**config.mk**
```make
export PLATFORM = sky130hd
export DESIGN_NAME = text_overlay_ctrl
export DESIGN_NICKNAME = d
export VERILOG_FILES = /design/src/rtl/ovl_pkg.sv /design/src/rtl/ovl_prio_arb.sv /design/src/rtl/text_overlay_ctrl.sv
export SDC_FILE = /design/constraint.sdc
export NUM_CORES = 1
export LEC_CHECK = 0
export CAP_MARGIN = 20
export CORE_UTILIZATION = 40
export CTS_CLUSTER_DIAMETER = 60
export CTS_CLUSTER_SIZE = 24
export DETAILED_ROUTE_END_ITERATION = 8
export PLACE_DENSITY_LB_ADDON = 0.15
export SETUP_SLACK_MARGIN = 0.15
export SKIP_LAST_GASP = 1
export SYNTH_ARGS = -nofsm -noshare
export SYNTH_HDL_FRONTEND = slang
export SYNTH_SLANG_ARGS = --single-unit
```
**constraint.sdc**
```tcl
create_clock -name i_clk -period 4.45 [get_ports i_clk]
set_clock_uncertainty 0.05 [all_clocks]
set_input_delay 0.89 -clock i_clk [delete_from_list [all_inputs] [get_ports i_clk]]
set_output_delay 0.89 -clock i_clk [all_outputs]
set_load 0.01 [all_outputs]
```
**src/rtl/ovl_pkg.sv**
```systemverilog
// Shared types and constants for the text overlay sequencer.
package ovl_pkg;

    typedef enum logic [1:0] {
        IDLE   = 2'd0,
        PLAY   = 2'd1,
        FINISH = 2'd2
    } mode_t;

    localparam int ROM_AW = 11;
    localparam int BIT_W  = 3;
    localparam int ROW_W  = 8;

    localparam int REQ_START  = 0;
    localparam int REQ_SCORE  = 1;
    localparam int REQ_FINISH = 2;

    // Base overlay enable pattern for each screen mode (finish bit may be gated by blink).
    function automatic logic [2:0] mode_enables(input mode_t m);
        logic [2:0] en;
        case (m)
            IDLE:    en = 3'b001;
            PLAY:    en = 3'b010;
            FINISH:  en = 3'b100;
            default: en = 3'b000;
        endcase
        return en;
    endfunction

endpackage

```
**src/rtl/ovl_prio_arb.sv**
```systemverilog
// Combinational fixed-priority arbiter: lowest set request index wins.
module ovl_prio_arb #(
    parameter int N_REQ = 3
) (
    input  logic [N_REQ-1:0] i_req,
    output logic [N_REQ-1:0] o_grant,
    output logic             o_any
);

    // Scan from the top down so the lowest requesting index is the last one written.
    always_comb begin
        o_grant = '0;
        for (int i = N_REQ - 1; i >= 0; i--) begin
            if (i_req[i]) begin
                o_grant    = '0;
                o_grant[i] = 1'b1;
            end
        end
    end

    assign o_any = |i_req;

endmodule

```
**src/rtl/text_overlay_ctrl.sv**
```systemverilog
// Screen-mode sequencer and shared font-ROM arbiter for the text overlays.
// Optional feature macro: OVL_BLINK_EN (blinks the finish banner in FINISH).
module text_overlay_ctrl
    import ovl_pkg::*;
#(
    parameter int N_REQ        = 3,
    parameter int ROM_LAT      = 1,
    parameter int HOLD_FRAMES  = 180,
    parameter int BLINK_FRAMES = 30
) (
    input  logic                    i_clk,
    input  logic                    i_reset,
    input  logic                    i_frame_tick,
    input  logic                    i_start_btn,
    input  logic                    i_finish_evt,
    input  logic [N_REQ-1:0]        i_req_on,
    input  logic [N_REQ*ROM_AW-1:0] i_req_rom_addr,
    input  logic [N_REQ*BIT_W-1:0]  i_req_bit_addr,
    output logic [N_REQ-1:0]        o_ovl_en,
    output logic [ROM_AW-1:0]       o_rom_addr,
    input  logic [ROW_W-1:0]        i_rom_data,
    output logic                    o_text_pix,
    output logic [1:0]              o_mode,
    output logic [15:0]             o_conflict_cnt
);

    localparam int FCNT_W = $clog2(HOLD_FRAMES + 1);
    localparam logic [BIT_W-1:0] MSB_IDX = BIT_W'(ROW_W - 1);

    mode_t             r_mode, w_mode_nxt;
    mode_t             r_pend_state, w_pend_state_nxt;
    logic              r_pend_vld, w_pend_vld_nxt;
    logic [FCNT_W-1:0] r_fcnt, w_fcnt_nxt;
    logic              w_apply;
    logic              w_fin_en;
    logic [2:0]        w_base;
    logic [N_REQ-1:0]  w_req_m;
    logic [N_REQ-1:0]  w_grant;
    logic              w_any;
    logic [ROM_AW-1:0] w_rom_addr;
    logic [BIT_W-1:0]  w_bit;
    logic [ROM_LAT-1:0] r_vld_sr;
    logic [BIT_W-1:0]  r_bit_sr [ROM_LAT];
    logic              r_text_pix;
    logic [15:0]       r_conflict_cnt;

    // A latched pending state is only applied on a frame tick, so modes never change mid-frame.
    assign w_apply = i_frame_tick && r_pend_vld;

    // State register for mode, pending request and finish-hold frame counter.
    always_ff @(posedge i_clk) begin
        if (i_reset) begin
            r_mode       <= IDLE;
            r_pend_state <= IDLE;
            r_pend_vld   <= 1'b0;
            r_fcnt       <= '0;
        end else begin
            r_mode       <= w_mode_nxt;
            r_pend_state <= w_pend_state_nxt;
            r_pend_vld   <= w_pend_vld_nxt;
            r_fcnt       <= w_fcnt_nxt;
        end
    end

    // Next-state logic: apply pending on tick, otherwise latch the one event valid for this mode.
    always_comb begin
        w_mode_nxt       = r_mode;
        w_pend_state_nxt = r_pend_state;
        w_pend_vld_nxt   = r_pend_vld;
        w_fcnt_nxt       = r_fcnt;
        if (w_apply) begin
            w_mode_nxt       = r_pend_state;
            w_pend_state_nxt = IDLE;
            w_pend_vld_nxt   = 1'b0;
            w_fcnt_nxt       = '0;
        end else begin
            case (r_mode)
                IDLE: begin
                    if (i_start_btn && !r_pend_vld) begin
                        w_pend_state_nxt = PLAY;
                        w_pend_vld_nxt   = 1'b1;
                    end
                end
                PLAY: begin
                    if (i_finish_evt && !r_pend_vld) begin
                        w_pend_state_nxt = FINISH;
                        w_pend_vld_nxt   = 1'b1;
                    end
                end
                FINISH: begin
                    if (i_frame_tick) begin
                        if (r_fcnt == FCNT_W'(HOLD_FRAMES - 1)) begin
                            w_pend_state_nxt = IDLE;
                            w_pend_vld_nxt   = 1'b1;
                        end else begin
                            w_fcnt_nxt = r_fcnt + FCNT_W'(1);
                        end
                    end
                end
                default: w_mode_nxt = IDLE;
            endcase
        end
    end

`ifdef OVL_BLINK_EN
    localparam int BCNT_W = $clog2(BLINK_FRAMES + 1);
    logic [BCNT_W-1:0] r_bcnt;
    logic              r_blink_on;

    // Blink phase counter: restarts visible on every mode change, toggles every BLINK_FRAMES ticks.
    always_ff @(posedge i_clk) begin
        if (i_reset) begin
            r_bcnt     <= '0;
            r_blink_on <= 1'b1;
        end else if (w_apply) begin
            r_bcnt     <= '0;
            r_blink_on <= 1'b1;
        end else if (r_mode == FINISH && i_frame_tick) begin
            if (r_bcnt == BCNT_W'(BLINK_FRAMES - 1)) begin
                r_bcnt     <= '0;
                r_blink_on <= ~r_blink_on;
            end else begin
                r_bcnt <= r_bcnt + BCNT_W'(1);
            end
        end
    end

    assign w_fin_en = r_blink_on;
`else
    assign w_fin_en = 1'b1;
`endif

    // Enables decode directly from the mode register so they switch with o_mode.
    always_comb begin
        w_base             = mode_enables(r_mode);
        w_base[REQ_FINISH] = w_base[REQ_FINISH] & w_fin_en;
    end

    for (genvar g = 0; g < N_REQ; g++) begin : g_en
        if (g < 3) begin : g_used
            assign o_ovl_en[g] = w_base[g];
        end else begin : g_unused
            assign o_ovl_en[g] = 1'b0;
        end
    end

    assign w_req_m = i_req_on & o_ovl_en;

    ovl_prio_arb #(
        .N_REQ (N_REQ)
    ) u_arb (
        .i_req   (w_req_m),
        .o_grant (w_grant),
        .o_any   (w_any)
    );

    // One-hot AND-OR mux of the winner's ROM address and bit select; zero with no winner.
    always_comb begin
        w_rom_addr = '0;
        w_bit      = '0;
        for (int i = 0; i < N_REQ; i++) begin
            if (w_grant[i]) begin
                w_rom_addr = w_rom_addr | i_req_rom_addr[ROM_AW*i +: ROM_AW];
                w_bit      = w_bit | i_req_bit_addr[BIT_W*i +: BIT_W];
            end
        end
    end

    assign o_rom_addr = w_rom_addr;

    // Delay valid and bit select by the ROM latency, then pick the pixel (bit 7 is leftmost).
    always_ff @(posedge i_clk) begin
        if (i_reset) begin
            r_vld_sr   <= '0;
            for (int i = 0; i < ROM_LAT; i++) r_bit_sr[i] <= '0;
            r_text_pix <= 1'b0;
        end else begin
            for (int i = ROM_LAT - 1; i > 0; i--) begin
                r_vld_sr[i] <= r_vld_sr[i-1];
                r_bit_sr[i] <= r_bit_sr[i-1];
            end
            r_vld_sr[0] <= w_any;
            r_bit_sr[0] <= w_bit;
            r_text_pix  <= r_vld_sr[ROM_LAT-1] && i_rom_data[MSB_IDX - r_bit_sr[ROM_LAT-1]];
        end
    end

    // Saturating count of cycles where several overlays ask for the ROM, enabled or not.
    always_ff @(posedge i_clk) begin
        if (i_reset) begin
            r_conflict_cnt <= '0;
        end else if ($countones(i_req_on) > 1 && r_conflict_cnt != 16'hFFFF) begin
            r_conflict_cnt <= r_conflict_cnt + 16'd1;
        end
    end

    assign o_text_pix     = r_text_pix;
    assign o_mode         = r_mode;
    assign o_conflict_cnt = r_conflict_cnt;

endmodule

```
== Word level (Yosys, flattened, before mapping) ==
Memories as Yosys holds them, arrays and structs flattened.
Index checks and enable logic that the tools add are counted.
Storage, ports and cells
  word-level logic and storage cells: 73
  register bits after elaboration: 31
  memory bits (writable): 3
  output and inout port bits: 33
  memories: 1
Operators by class
  add/sub/neg operators: 5
  magnitude comparators: 2
  mux-type cells: 29
  reduce and logical (&&, ||, !) cells: 14
  equal/unequal tests: 9
  bitwise logic cells: 6
Memories
  r_bit_sr: depth 1, width 3, rd ports 1, clocked after Yosys merged registers in 0, wr ports 1, line text_overlay_ctrl.sv:43  | logic [BIT_W-1:0] r_bit_sr [ROM_LAT];
Operators by type and width (number)
  $mux 11: 3
  $or 11x11->11: 2
  $mux 3: 7
  $add 16x1->16 const B: 1
  $ne 16x16->1 const B: 1
  $mux 2: 6
  $mux 1: 9
  $pmux 3 s3: 1
  $reduce_or 3->1: 3
  $add 8x1->8 const B: 1
  $eq 8x8->1 const B: 1
  $ne 2x2->1 const B: 4
  $or 3x3->3: 2
  $pmux 2 s3: 1
  $logic_and 1x1->1: 5
  $reduce_and 5->1: 1
  $lt 3x4->1 const B: 1
  $add 2x1->3: 1
  $and 3x3->3: 1
  $bmux 1 s3: 1
  $gt 3x1->1 const B: 1
  $pmux 1 s3: 1
  $reduce_and 3->1: 1
  $reduce_bool 3->1: 1
  9 further kinds: 9

== Depth between registers and ports, before layout ==
Gate-level depths: netlist of run 1.
  depth after elaboration: 12
  mapped depth: 8
  depth with buffers taken out: 6

== Cells and area by module ==
From an unflattened synthesis of run 1, not the netlist that was laid out.
Second synthesis, totals
  cell total of the unflattened synthesis: 225
  area, all modules: 1975.6 µm²
Modules (own cells, without submodules)
  text_overlay_ctrl: seq. area each 680.7 µm², instances 1, area each 1948.1 µm², cells each 221
  ovl_prio_arb: seq. area each 0.0 µm², instances 1, area each 27.5 µm², cells each 4

== Worst setup path before layout of run 1 ==
OpenSTA, ideal clock, no wires.
  path kind: input to output
  start point: in i_req_on[0]
  end point: out o_rom_addr[0]
  buffers on the path: 2
  slack: 1.454 ns
  arrival: 2.056 ns
  cell stages on the path: 6
  path through: and2_1 -> clkbuf_1 -> nor3b_1 -> clkbuf_1 -> a222oi_1 -> inv_1
Between the ends
  longest elaborated chain between the ends: 7
Ends and longest elaborated chain
  start: declaration: line text_overlay_ctrl.sv:16  | input logic [N_REQ-1:0] i_req_on,
  $and 3x3->3 (*): line text_overlay_ctrl.sv:147  | assign w_req_m = i_req_on & o_ovl_en;
  $mux 3 (*): line ovl_prio_arb.sv:14  | if (i_req[i]) begin
  $mux 11: line text_overlay_ctrl.sv:162  | if (w_grant[i]) begin
  $or 11x11->11: line text_overlay_ctrl.sv:163  | w_rom_addr = w_rom_addr | i_req_rom_addr[ROM_AW*i +: ROM_AW];
  $mux 11: line text_overlay_ctrl.sv:162
  $or 11x11->11: line text_overlay_ctrl.sv:163
  $mux 11 (*): line text_overlay_ctrl.sv:162
  end: declaration: line text_overlay_ctrl.sv:20  | output logic [ROM_AW-1:0] o_rom_addr,
Mark *: on every way between the ends. The rest lies on a longest branch, timed or not.

== Worst setup path after layout of run 1 ==
  start point: in i_req_on[0]
  end point: out o_rom_addr[4]
Same word-level chain as after synthesis.

==> results of run 1 <==
## worst max-delay path: cells and delay by family
| family | cells | cell delay [ns] |
|---|---|---|
| AOI/OAI and AO/OA | 1 | 0.17 |
| and+or+nand+nor | 2 | 0.97 |
| buffers and inverters | 3 | 1.11 |
## power groups by stage
stage | clock network (µW) | logic, µW | registers [µW]
final | 232 | 126 | 320
after detailed placement | 0 | 126 | 326
after floorplan | 0 | 45.6 | 326
after CTS | 237 | 126 | 319
after global routing | 252 | 137 | 321
after global placement | 0 | 125 | 326
## per-stage QoR
step / total power [µW] / utilization (%) / hold WS [ns]
4_1_cts: 683 / 66.2 / 0.411
3_5_place_dp: 452 / 64.1 / 0.400
5_1_grt: 711 / 66.3 / 0.422
2_1_floorplan: 372 / - / 0.392
3_3_place_gp: 451 / 64.1 / 0.398
6_report: 678 / 66.3 / 0.409
## flip-flops by register name (all words and copies together) (netlist names)
signal          count
o_conflict_cnt     16
o_mode              2
o_text_pix          1
r_bit_sr            3
r_fcnt              8
r_pend_state        2
r_pend_vld          1
r_vld_sr            1
## routing by layer
layer	up-vias	global-route usage (%)	part of all wire, %
met5	-	0	0
met4	0	6.10	1.3
met3	6	6.33	6.7
met2	78	34.2	49
met1	949	24.9	43
li1	1019	-	-
## kinds of logic (layout without fill, tap and decap cells)
kind of cell / after synthesis / after routing
AOI/OAI and AO/OA: 51 / 51
muxes: 7 / 7
buffers and inverters: 32 / 125
xor gates and xnor gates: 8 / 8
DFF: 34 / 34
and+or+nand+nor: 79 / 79
adders and majority gates: 10 / 10
## worst max path at each step
stage | startpoint | end | depth (start not counted)
finish | i_req_on[0] | o_rom_addr[4] | 6
global route | i_req_on[0] | o_rom_addr[1] | 6
CTS | i_req_on[0] | o_rom_addr[4] | 6
detailed placement | i_req_on[0] | o_rom_addr[4] | 6
global placement | i_req_on[0] | o_rom_addr[6] | 6
floorplan | i_req_on[0] | o_rom_addr[0] | 6
## placed cells by master, fill, tap and decap left out, types with 2 or more instances in the layout
| master | netlist | routed |
|---|---|---|
| a222oi_1 | 14 | 14 |
| nor2_1 | 20 | 20 |
| and4_1 | 2 | 2 |
| nor2b_1 | 2 | 2 |
| clkdlybuf4s50_1 | 0 | 90 |
| xor2_1 | 7 | 7 |
| a21oi_1 | 14 | 14 |
| dfxtp_1 | 34 | 34 |
| nor3b_1 | 2 | 2 |
| or3_1 | 7 | 7 |
| o31ai_1 | 4 | 4 |
| nand3_1 | 7 | 7 |
| buf_4 | 0 | 4 |
| mux4_2 | 2 | 2 |
| nand2b_1 | 2 | 2 |
| o21ai_1 | 5 | 5 |
| nor4_1 | 2 | 2 |
| a31oi_1 | 4 | 4 |
| o21ai_0 | 2 | 2 |
| nand4_1 | 7 | 7 |
| or4_1 | 3 | 3 |
| ha_1 | 10 | 10 |
| nand2_1 | 8 | 8 |
| clkbuf_8 | 0 | 6 |
| nand4_2 | 2 | 2 |
| mux2_1 | 2 | 2 |
| nand3b_1 | 2 | 2 |
| inv_1 | 22 | 22 |
| and3_1 | 4 | 4 |
| mux2i_1 | 3 | 3 |
| nor3_1 | 4 | 4 |
## cell type report
| type | count | area share (%) |
|---|---|---|
| clock inverter | 1 | 0.168 |
| inverter | 22 | 2.77 |
| clock buffer | 7 | 2.89 |
| sequential | 34 | 22.8 |
| timing repair buffer | 95 | 31.3 |
| tap | 52 | 2.18 |
| multi-input combinational | 155 | 37.8 |
==> impl_metrics.csv, run 1 <==
group,metric,value,unit
critical_path,crit_type,"input port to output port",
floorplanning,initial_core_util,42.9,%
cts,cts_max_level,2,
drt,drc,0,
cts,cts_setup_buffers,0,
yosys,yosysTopAreaCell,"dfxtp_1",
critical_path,startpoint_type,"input port",
global_route,grt_use_total,20.3,%
critical_path,crit_chain,"clkdlybuf4s50_1 > and2_1 > nor2_1 > a222oi_1 > inv_1 > clkdlybuf4s50_1",
pwr,power.switching,160,µW
critical_path,crit_slowest_cell,"nor2_1",
critical_path,worstReg2RegStart,"o_mode[0]$_SDFFE_PP0P_",
placement,dp.cells,357,
drt,routed-via-count,2052,
cts,clk_pin_slew_worst_paths,0.07,ns
status,outcome,"finished, final reports clean",
sta,fin_crit,4.09,ns
layout,seq_area,681,µm²
pwr,p_int,518,µW
global_route,first_global_vias,1939,
layout,nNetsFinal,381,
placement,dp_hpwl,3820,µm
layout,layoutNonFillerInstCount,366,
yosys,synthXorXnorAreaFrac,3.62,%
sta,worst_slack,0.362,ns
drt,viasPerCell,5.61,
yosys,synth_edf_count,0,
sta,finalSetupViolCount,0,
drt,wl_per_cell,13.4,µm
yosys,synth_cell_type_count,44,
yosys,synthAdderAreaFrac,6.47,%
drt,ant_nets,0,
job,maxCapViolCount,0,
yosys,synth.area.top_cells,"dfxtp_1 35%, a222oi_1 7.2%, ha_1 6.5%",
placement,port_buffers,90,
floorplanning,fp.dieW,71.5,µm
floorplanning,die_y,71.5,µm
critical_path,worst_r2r_endpoint,"r_bit_sr[0][2]$_SDFF_PP0_",
yosys,synth_common_cells,"34 x dfxtp_1, 22 x inv_1, 20 x nor2_1",
critical_path,reg2regPathDepth,6,
pwr,sw_frac_of_total,23.6,%
sta,min_period_over_period,91.9,%
floorplanning,dieArea,5120,µm²
cts,root_buffer,"clkbuf_8",
worst_hold_path,min_to,"o_text_pix$_SDFF_PP0_",
cts,cts_tree,"built",
drt,first_pass_iters,4,
sta,hold_violations,0,
drt,dr.first_iter.drc_count,114,
yosys,synth_cells,221,
floorplanning,core_area,4500,µm²
pwr,power_density,227,nW/µm²
pwr,seqPwrFrac,47.2,%
placement,post_dp_cell_area,2890,µm²
critical_path,cp.arrival,3.15,ns
global_route,grt-ovfl-total,0,
global_route,grt_max_degree,27,
pwr,power_frac_comb,18.5,%
cts,cts.sinks,34,
global_route,grt_pass1_wl,8400,µm
cts,clk_path_buf_depth,2,
yosys,synth_top_family_by_area,"simple AND/OR/NAND/NOR gates",
layout,syn2layout_area_growth,54.4,%
yosys,avgSynthCellArea,8.75,µm²
sta,rsz0062_at_grt,"no",
worst_hold_path,hold_depth,1,
yosys,synthArstFlopShare,0,%
critical_path,cp-end-kind,"output port",
yosys,ys_dominant_reg_cell,"dfxtp_1",
cts,cts_buffers,5,
placement,place_congestion,0.741,
layout,multiInputGateArea,1130,µm²
cts,cts_resized,0,
critical_path,cpMostUsedCell,"clkdlybuf4s50_1",
yosys,synth_compound_area_share,19.9,%
pwr,vdd_drop_max,0.124,mV
yosys,synth-warning-count,0,
worst_hold_path,hold_path_class,"flip-flop to flip-flop",
pwr,power_leakage,0.00113,µW
yosys,synth_simple_gate_area_share,23.4,%
layout,drive_above_1_share,7.01,%
critical_path,critical_path.max_stage_delay,0.71,ns
pwr,p_clk_share,34.3,%
drt,drt-total-wl,4910,µm
yosys,muxShareOfSynthArea,5.05,%
yosys,synth_area,1930,µm²
floorplanning,pin_count,91,
sta,tightest_slew,0.867,ns
critical_path,critical_path_peak_fanout,14,
sta,report.final.slew_viol_count,0,
layout,fillCellCount,390,
cts,ctsHoldBuffers,0,
cts,clock_latency,0.29,ns
global_route,antenna_found_initial,0,
yosys,syn_nets,289,
yosys,synth.yosys.seq_area_share,35.2,%
floorplanning,num_rows,24,
critical_path,worstPathRequired,3.51,ns
sta,fin_setup_tns,0,ns
layout,fin_area,2990,µm²
sta,max_freq,245,MHz
layout,n_antenna_cell,0,
critical_path,ff2ff_setup_slack,2.23,ns
yosys,synth.most_common_cell,"dfxtp_1",
placement,pre_cts_ws,0.376,ns
worst_hold_path,hp-start,"r_vld_sr$_SDFF_PP0_",
yosys,ys_ff_latch,34,
sta,max_slew_margin,42.0,%
yosys,synth_top_area_share,35.2,%
Note: power is estimated with default switching activity, not from simulation.
==> inputs of run 2 (changes only) <==
- ABC_AREA: default -> 1
==> run 2 against run 1 <==
Effect of this change: sequential power is essentially flat; via count up 21%; synthesized cell count grew 57%; die area is 17% higher; global-route usage grew 0.39 points; critical endpoint is now o_rom_addr[7]; highest routed layer unchanged.
==> impl_metrics.csv, run 2 <==
group,metric,value,unit
drt,routed-via-count,2477,
cts,cts_buffers,5,
yosys,synth_area,2280,µm²
layout,fin_area,3350,µm²
yosys,synth_edf_count,0,
placement,pre_cts_ws,0.741,ns
yosys,synth_cell_type_count,30,
sta,fin_crit,3.72,ns
critical_path,worstPathRequired,3.51,ns
sta,finalSetupViolCount,0,
floorplanning,fp.dieW,77.4,µm
critical_path,critPathBufInv,5,
critical_path,critical_path_peak_fanout,16,
critical_path,crit_chain,"clkdlybuf4s50_1 > buf_4 > nand2_1 > buf_4 > nand2_1 > nor2_1 > buf_4 > nand2_1 > nand3_1 > clkdlybuf4s50_1",
yosys,ys_dominant_reg_cell,"dfxtp_1",
global_route,grt_pass1_wl,10100,µm
yosys,synth_top_area_share,29.9,%
cts,clock_latency,0.29,ns
sta,min_period_over_period,83.5,%
yosys,synthArstFlopShare,0,%
cts,cts_setup_buffers,0,
yosys,synth_common_cells,"100 x nand2_1, 54 x nand3_1, 34 x dfxtp_1",
sta,max_slew_margin,41.6,%
sta,fin_setup_tns,0,ns
global_route,grt_max_degree,18,
layout,nNetsFinal,506,
yosys,yosysTopAreaCell,"dfxtp_1",
placement,dp_hpwl,4610,µm
yosys,synth-warning-count,0,
floorplanning,num_rows,27,
layout,n_antenna_cell,0,
pwr,power_leakage,0.00131,µW
cts,clk_path_buf_depth,2,
sta,max_freq,269,MHz
floorplanning,die_y,77.4,µm
critical_path,cp-end-kind,"output port",
worst_hold_path,hold_path_class,"flip-flop to flip-flop",
global_route,antenna_found_initial,0,
job,maxCapViolCount,0,
critical_path,startpoint_type,"input port",
drt,drc,0,
drt,first_pass_iters,7,
critical_path,cp_top_family,"buffers and inverters",
floorplanning,pin_count,91,
layout,largest_register_ffs,16,
yosys,synth_cells,347,
cts,cts_max_level,2,
cts,cts_tree,"built",
drt,viasPerCell,4.85,
yosys,synth.yosys.seq_area_share,29.9,%
layout,layout_commonest_cell,"nand2_1",
yosys,ys_ff_latch,34,
drt,dr.first_iter.drc_count,119,
pwr,power_density,226,nW/µm²
critical_path,crit_type,"input port to output port",
layout,drive_above_1_share,7.74,%
drt,drt-total-wl,6040,µm
layout,postLayoutCoreUtil,60.8,%
drt,wl_per_cell,11.8,µm
pwr,vdd_drop_max,0.194,mV
worst_hold_path,hp-start,"r_vld_sr$_SDFF_PP0_",
sta,worst_slack,0.733,ns
placement,post_dp_cell_area,3240,µm²
yosys,synth.most_common_cell,"nand2_1",
floorplanning,core_area,5510,µm²
sta,tightest_slew,0.873,ns
status,outcome,"finished, final reports clean",
global_route,grt_use_total,20.7,%
drt,ant_nets,0,
cts,cts_resized,0,
global_route,first_global_vias,2431,
layout,mostFrequentLayoutCells,"100 x nand2_1, 90 x clkdlybuf4s50_1, 54 x nand3_1",
cts,clk_pin_slew_worst_paths,0.07,ns
critical_path,cp.arrival,2.78,ns
critical_path,crit_slowest_cell,"clkdlybuf4s50_1",
layout,syn2layout_area_growth,47.2,%
placement,place_congestion,0.903,
sta,hold_violations,0,
cts,root_buffer,"clkbuf_8",
floorplanning,initial_core_util,41.3,%
cts,cts.sinks,34,
sta,rsz0062_at_grt,"no",
critical_path,critical_path.max_stage_delay,0.54,ns
yosys,avgSynthCellArea,6.56,µm²
floorplanning,dieArea,6000,µm²
critical_path,startpoint,"i_req_on[0]",
yosys,syn_nets,415,
critical_path,worstReg2RegStart,"o_mode[0]$_SDFFE_PP0P_",
yosys,synth.area.top_cells,"dfxtp_1 30%, nand2_1 16%, nand3_1 12%",
cts,ctsHoldBuffers,0,
sta,report.final.slew_viol_count,0,
global_route,grt-ovfl-total,0,
placement,port_buffers,90,
==> run 2: layout make-up <==
cell class / count / area (µm²)
Timing Repair Buffer: 93 / 923
Clock inverter: 3 / 45.0
Tap cell: 72 / 90.1
Fill cell: 506 / 2160
Sequential cell: 34 / 681
Multi-Input combinational cell: 272 / 1420
Clock buffer: 5 / 68.8
Inverter: 32 / 120
==> run 2: logic make-up (layout without fill, tap and decap cells) <==
kind of cell	Yosys count	after routing	synth area share [%]
AND/OR/NAND/NOR	206	206	39.9
AO/OA/AOI/OAI	45	45	12.8
buffers and inverters	41	133	7.64
flip-flops	34	34	29.9
XOR/XNOR	11	11	4.23
adder cells (fa/ha/maj)	10	10	5.50
==> run 2: metal layers <==
layer / share of wire (%) / global-route usage (%)
met2: 49 / 36.5
met4: 1.7 / 8.30
met3: 3.2 / 4.00
met1: 46 / 24.3
met5: 0 / 0
==> run 2: worst reg2reg max path: stages (launching register included) <==
cell and delay [ns]:
dfxtp_1 0.45, inv_1 0.14, ha_1 0.43, nand2_1 0.15
buf_4 0.21, nand2_1 0.07, nor2_1 0.08, buf_4 0.19
nand2_1 0.07, a31oi_1 0.13
==> run 2: worst paths after layout <==
kind	end	slack, ns	cells past startpoint
setup reg to reg	r_bit_sr[0][2]$_SDFF_PP0_	2.39	9
setup / recovery	o_rom_addr[7]	0.73	10
hold / removal	o_text_pix$_SDFF_PP0_	0.39	2
hold reg to reg	o_text_pix$_SDFF_PP0_	0.39	2
==> run 2: power breakdown <==
| group | internal, µW | switching [µW] | leakage (µW) |
|---|---|---|---|
| Clock | 167 | 120 | 0.0000504 |
| Sequential | 313 | 7.98 | 0.000276 |
| Combinational | 84.6 | 65.5 | 0.000987 |
| Total | 564 | 194 | 0.00131 |
==> run 2: per-stage QoR <==
step / power [µW] / hold WS [ns] / instances
after global placement: 476 / 0.374 / 503
after CTS: 763 / 0.391 / 511
after floorplan: 393 / 0.371 / 347
after global routing: 791 / 0.415 / 511
after detailed placement: 477 / 0.380 / 503
final: 758 / 0.388 / 511
